<file path="config.mk">
export PLATFORM = sky130hd
export DESIGN_NAME = digdug_vram_arbiter
export DESIGN_NICKNAME = d
export VERILOG_FILES = /design/src/rtl/digdug_vram_arbiter.sv
export SDC_FILE = /design/constraint.sdc
export NUM_CORES = 1
export LEC_CHECK = 0
export ABC_AREA = 1
export CORE_AREA = 2 2 90 92
export CTS_CLUSTER_DIAMETER = 60
export CTS_CLUSTER_SIZE = 24
export DETAILED_ROUTE_END_ITERATION = 8
export DIE_AREA = 0 0 92 94
export PLACE_DENSITY = 0.82
export SLEW_MARGIN = 0
export SYNTH_ARGS = -nofsm -noshare
export SYNTH_HDL_FRONTEND = slang
export SYNTH_SLANG_ARGS = --single-unit
</file>
<file path="constraint.sdc">
create_clock -name CLK48M -period 2.57 [get_ports CLK48M]
set_input_delay 0.771 -clock CLK48M [delete_from_list [all_inputs] [get_ports CLK48M]]
set_output_delay 0.771 -clock CLK48M [all_outputs]
set_load 0.005 [all_outputs]
</file>
<file path="src/rtl/digdug_vram_arbiter.sv">
// Time-division foreground VRAM arbiter: one 8-phase frame per pixel clock. Video reads
// in phases 0/1; CPUs are served round-robin in grant phases 2/4/6 and complete one phase later.
module digdug_vram_arbiter #(
  parameter int AW = 10,
  parameter int DW = 8
) (
  input  logic          CLK48M,
  input  logic          RESET,
  output logic [2:0]    PHASE,
  input  logic [AW-1:0] VSAD,
  output logic [DW-1:0] VSDT,
  input  logic          C0_REQ,
  input  logic          C0_WE,
  input  logic [AW-1:0] C0_AD,
  input  logic [DW-1:0] C0_DI,
  output logic [DW-1:0] C0_DO,
  output logic          C0_ACK,
  input  logic          C1_REQ,
  input  logic          C1_WE,
  input  logic [AW-1:0] C1_AD,
  input  logic [DW-1:0] C1_DI,
  output logic [DW-1:0] C1_DO,
  output logic          C1_ACK,
  input  logic          C2_REQ,
  input  logic          C2_WE,
  input  logic [AW-1:0] C2_AD,
  input  logic [DW-1:0] C2_DI,
  output logic [DW-1:0] C2_DO,
  output logic          C2_ACK,
  output logic [AW-1:0] RAMAD,
  output logic          RAMWE,
  output logic [DW-1:0] RAMDI,
  input  logic [DW-1:0] RAMDO
);

  logic [2:0]    phase_q;
  logic [2:0]    phase_nx;
  logic          grant_slot;
  logic [1:0]    last_q;
  logic [1:0]    win;
  logic [1:0]    cand;
  logic          win_valid;
  logic          pend_q;
  logic          pend_we_q;
  logic [1:0]    pend_id_q;
  logic [2:0]    ack_q;
  logic [DW-1:0] vsdt_q;
  logic [AW-1:0] ramad_q;
  logic          ramwe_q;
  logic [DW-1:0] ramdi_q;
  logic [DW-1:0] do_q [3];
  logic [2:0]    req;
  logic [2:0]    we;
  logic [AW-1:0] cpu_ad [3];
  logic [DW-1:0] cpu_di [3];

  assign req       = {C2_REQ, C1_REQ, C0_REQ};
  assign we        = {C2_WE, C1_WE, C0_WE};
  assign cpu_ad[0] = C0_AD;
  assign cpu_ad[1] = C1_AD;
  assign cpu_ad[2] = C2_AD;
  assign cpu_di[0] = C0_DI;
  assign cpu_di[1] = C1_DI;
  assign cpu_di[2] = C2_DI;

  // Outputs are registered one edge ahead, so slot decisions key off the phase being entered.
  assign phase_nx   = phase_q + 3'd1;
  assign grant_slot = ~phase_nx[0] & (phase_nx != 3'd0);

  // Round-robin scan LAST+1, LAST+2, LAST+3 (mod 3); first requester found wins.
  always_comb begin
    // NOTE: every variable gets a default before the loop so no path leaves it unassigned (no latch).
    win_valid = 1'b0;
    win       = last_q;
    cand      = last_q;
    for (int k = 0; k < 3; k++) begin
      cand = (cand == 2'd2) ? 2'd0 : cand + 2'd1;
      if (!win_valid && req[cand]) begin
        win_valid = 1'b1;
        win       = cand;
      end
    end
  end

  // NOTE: state uses non-blocking assignments so every register samples pre-edge values.
  always_ff @(posedge CLK48M) begin
    if (RESET) begin
      phase_q   <= 3'd0;
      last_q    <= 2'd2;
      pend_q    <= 1'b0;
      pend_we_q <= 1'b0;
      pend_id_q <= 2'd0;
      ack_q     <= 3'b000;
      vsdt_q    <= '0;
      ramad_q   <= '0;
      ramwe_q   <= 1'b0;
      ramdi_q   <= '0;
      for (int n = 0; n < 3; n++) do_q[n] <= '0;
    end else begin
      phase_q <= phase_nx;
      ramwe_q <= 1'b0;
      pend_q  <= 1'b0;
      ack_q   <= 3'b000;
      if (phase_q == 3'd1) vsdt_q <= RAMDO;
      // RAMDO is valid during the ACK cycle; pend_id_q still names that access here.
      if (ack_q != 3'b000 && !pend_we_q) do_q[pend_id_q] <= RAMDO;
      if (pend_q) ack_q <= 3'b001 << pend_id_q;
      if (phase_nx == 3'd0) begin
        ramad_q <= VSAD;
      end else if (grant_slot && win_valid) begin
        ramad_q   <= cpu_ad[win];
        ramwe_q   <= we[win];
        if (we[win]) ramdi_q <= cpu_di[win];
        last_q    <= win;
        pend_q    <= 1'b1;
        pend_id_q <= win;
        pend_we_q <= we[win];
      end
    end
  end

  assign PHASE  = phase_q;
  assign VSDT   = vsdt_q;
  assign RAMAD  = ramad_q;
  assign RAMDI  = ramdi_q;
  // Gated so a reset landing on a write slot aborts the write at the RAM's sampling edge.
  assign RAMWE  = ramwe_q & ~RESET;
  assign C0_ACK = ack_q[0];
  assign C1_ACK = ack_q[1];
  assign C2_ACK = ack_q[2];
  assign C0_DO  = do_q[0];
  assign C1_DO  = do_q[1];
  assign C2_DO  = do_q[2];

endmodule
</file>
==> results.md <==
- Status: finished clean
- Post-Syn Instances: 402
- Yosys reg bits: 62
- Critical Path Sink Type: flip-flop
- Compound-Gate Fraction of Synth Area: 12.84%
- Final Skew: 0.009973 ns
- Mux cell area share after synthesis: 0%
- Maxcap violations: 0
- Synth top area cells: dfxtp_1 (25%), edfxtp_1 (24%), nand2_1 (11%)
- Arrival @ worst endpoint: 2.63 ns
- Hold EP: ack_q[2]
- Synth unique cells: 25
- CP max FO: 18
- Required @ worst endpoint: 2.80 ns
- Die W: 92 um
- Longest Clk Path Bufs: 2
- Crit-path slowest cell: clkdlybuf4s50_1
- Ys async rst share: 0%
- Dpl ws: -0.2234 ns
- Avg Cell Area, Syn: 7.513 um^2
- Fillers: 643
- Final worst slack: 0.1645 ns
- Area of the multi-input gates: 0.001271 mm^2
- Worst Path Class, Setup: input port to flip-flop
- Post-CTS setup buffer count: 0
- TNS Setup: 0 ns
- Slew Viols, Final: 0
- Gpl congestion: 0.8889
- PD cells: 638.6 mW/mm^2
- TritonRoute pass-1 iters: 5
- Share of cells above drive strength 1: 8.303%
- Port Buffer Count: 136
- Core ar.: 0.007607 mm^2
- Syn Nets: 485
- Max VDD drop: 0.3502 mV
- Worst-path clk slew: 0.07 ns
- First-pass GRT wire length: 13430 um
- DRC: 0
- Post-Synth Simple-Gate Area: 27.30%
- Commonest cells post-synth: nand2_1 (89), nor2_1 (74), inv_1 (46)
- Io pins: 137
- DR WL/cell: 12.73 um
- Post-synth top area cell: dfxtp_1
- GR Overflow Total: 0
- Final nets: 632
- Fmax: 0.4157 GHz
- Largest net degree at the start of global routing: 22
- Dpl hpwl: 6507 um
- Most used flip-flop cell after synthesis: dfxtp_1
- Post-synth top area share: 25.19%
- Starting Density: 39.70%
- Reg2reg setup slack: 0.51 ns
- FF-to-FF path depth: 12
- Non-filler cells, final: 656
- Initial antenna violation count: 0
- Cell Area, Synth: 0.003020 mm^2
- Hold-critical path depth: 2
- H-tree Lvls: 3
- DR iter-0 viols: 135
- CTS tree: done
- Min Hold Slack: 0.4662 ns
- Vias: 3138
- Post-synthesis adder-cell area fraction: 1.243%
- Slew @ Worst Pin: 0.7732 ns
- RSZ-0062 raised after global routing: no
- Leak: 2.129 nW
- Avg Vias per Cell: 4.784
- Antenna Nets Post-Route: 0
- Placed cell area: 0.004554 mm^2
- Final Hold Viols: 0
- Register area: 0.001481 mm^2
- CP startpoint kind: input port
- Top-count cell post-synth: nand2_1
- # hold bufs at CTS: 0
- Cts bufs inserted: 9
- Final period utilization: 93.60%
- CP dominant cell by count: nand2_1
- Worst-Skew Late Latency: 0.33 ns
- Post-synthesis xor/xnor area fraction: 0.2900%
- R2R Path End: RAMDI[6]
- Relative max-transition margin: 48.27%
- CP max stage delay: 0.49 ns
- Placed insts: 640
- Worst path cell trace: clkdlybuf4s50_1, inv_1, nand2_1, o21ai_1, nor2_1, nand3_2, inv_2, nand2_2, nand2_4, nor2_8, nand2_1, nand2_2, nand2_4, nand2_1, nand2_1, nor2_1
- Min-delay src: pend_q
- Largest family of logic cells by synthesized area: simple AND/OR/NAND/NOR gates
- Post-route minimum period: 2.406 ns
- Sink Count: 62
- Ys Warns: 0
- Post-synth EDFFs: 24
- Antenna Cells: 0
- Row count: 32
- Height of the die: 94 um
- Design Area, Final: 0.004811 mm^2
- P&R area growth vs syn: 59.28%
- DIE AREA: 0.008648 mm^2
- Hold Path Class: flip-flop to flip-flop
- Reg2Reg Launch Point: last_q[0]
- WL final: 8351 um
- Endpoints failing setup: 0
- Vias in the first global route: 3056
- Post-synthesis sequential area ratio: 49.05%
- Root Driver: clkbuf_8
- Global-route usage over all layers: 19.79%
-- registers in the layout, indices dropped and copies added (netlist names) --
register / cells
last_q: 2
RAMAD: 10
ramwe_q: 1
do_q: 24
RAMDI: 8
VSDT: 8
PHASE: 3
pend_id_q: 1
ack_q: 3
pend_q: 1
pend_we_q: 1
-- report_power, final --
| group | leakage (nW) | internal (W) | total [W] | switching (W) |
|---|---|---|---|---|
| clock network | 0.124 | 0.000669 | 0.00104 | 0.000375 |
| logic | 1.44 | 0.000440 | 0.000874 | 0.000434 |
| registers | 0.561 | 0.00110 | 0.00115 | 0.0000508 |
| total | 2.13 | 0.00221 | 0.00307 | 0.000860 |
-- layout by cell type (no fill, tap or decap), types with 3 or more instances in the layout --
master,count
nand2_1,88
inv_1,46
clkinv_1,3
o21ai_1,19
nand3_2,4
o21ai_0,27
nand3_1,17
buf_4,13
nor2_1,73
clkdlybuf4s50_1,135
dfxtp_1,38
nand2_2,4
a21oi_1,30
bufinv_16,3
clkbuf_8,10
ha_1,3
edfxtp_1,24
-- kinds of logic after synthesis --
group / count (synthesis)
XOR/XNOR: 1
adder cells (fa/ha/maj): 3
buffers and inverters: 65
AND/OR/NAND/NOR: 194
AO/OA/AOI/OAI: 77
flip-flops: 62
-- final cells by class --
cell class                 instances  share of cell area (%)
tap                              102                   2.653
multi-input combinational        275                   26.42
timing repair buffer             151                   31.13
inverter                          50                   3.901
clock inverter                     6                   2.237
sequential                        62                   30.79
clock buffer                      10                   2.861
-- through the flow --
step / total power, W / util, %
finish: 0.003072 / 63.24
global route: 0.003242 / 63.24
CTS: 0.003090 / 63.11
detailed placement: 0.002046 / 59.87
global placement: 0.002020 / 59.87
floorplan: 0.001637 / -
-- worst max path at each step --
| stage | cells past startpoint | slack (ns) | endpoint | startpoint |
|---|---|---|---|---|
| CTS | 12 | 0.14 | RAMDI[2] | C1_REQ |
| global route | 14 | 0.04 | RAMAD[9] | C1_REQ |
| finish | 16 | 0.16 | RAMDI[6] | C2_REQ |
| floorplan | 13 | 0.45 | RAMDI[0] | C2_REQ |
| detailed placement | 12 | -0.22 | RAMDI[2] | C1_REQ |
| global placement | 3 | -0.11 | RAMWE | RESET |
-- what timing repair did --
item	CTS	global route
pin swaps	1	0
endpoints found under the setup margin	1	6
endpoints found under the hold margin	0	0
gates resized for setup	2	2
-- metal layers --
layer  vias up  GRT usage, %  share of wire (%)
met5         -             0                  0
met4         0         9.701                2.7
met3        18         6.742                9.9
met2       184         34.87                 47
met1      1364         21.25                 40
li1       1572             -                  -
-- critical path: cells and delay by family --
kind | cells | cell delay (ns)
AND/OR/NAND/NOR | 12 | 1.15
AO/OA/AOI/OAI | 1 | 0.06
buffers and inverters | 3 | 0.65
No activity file was read; power rests on OpenSTA's default activity.
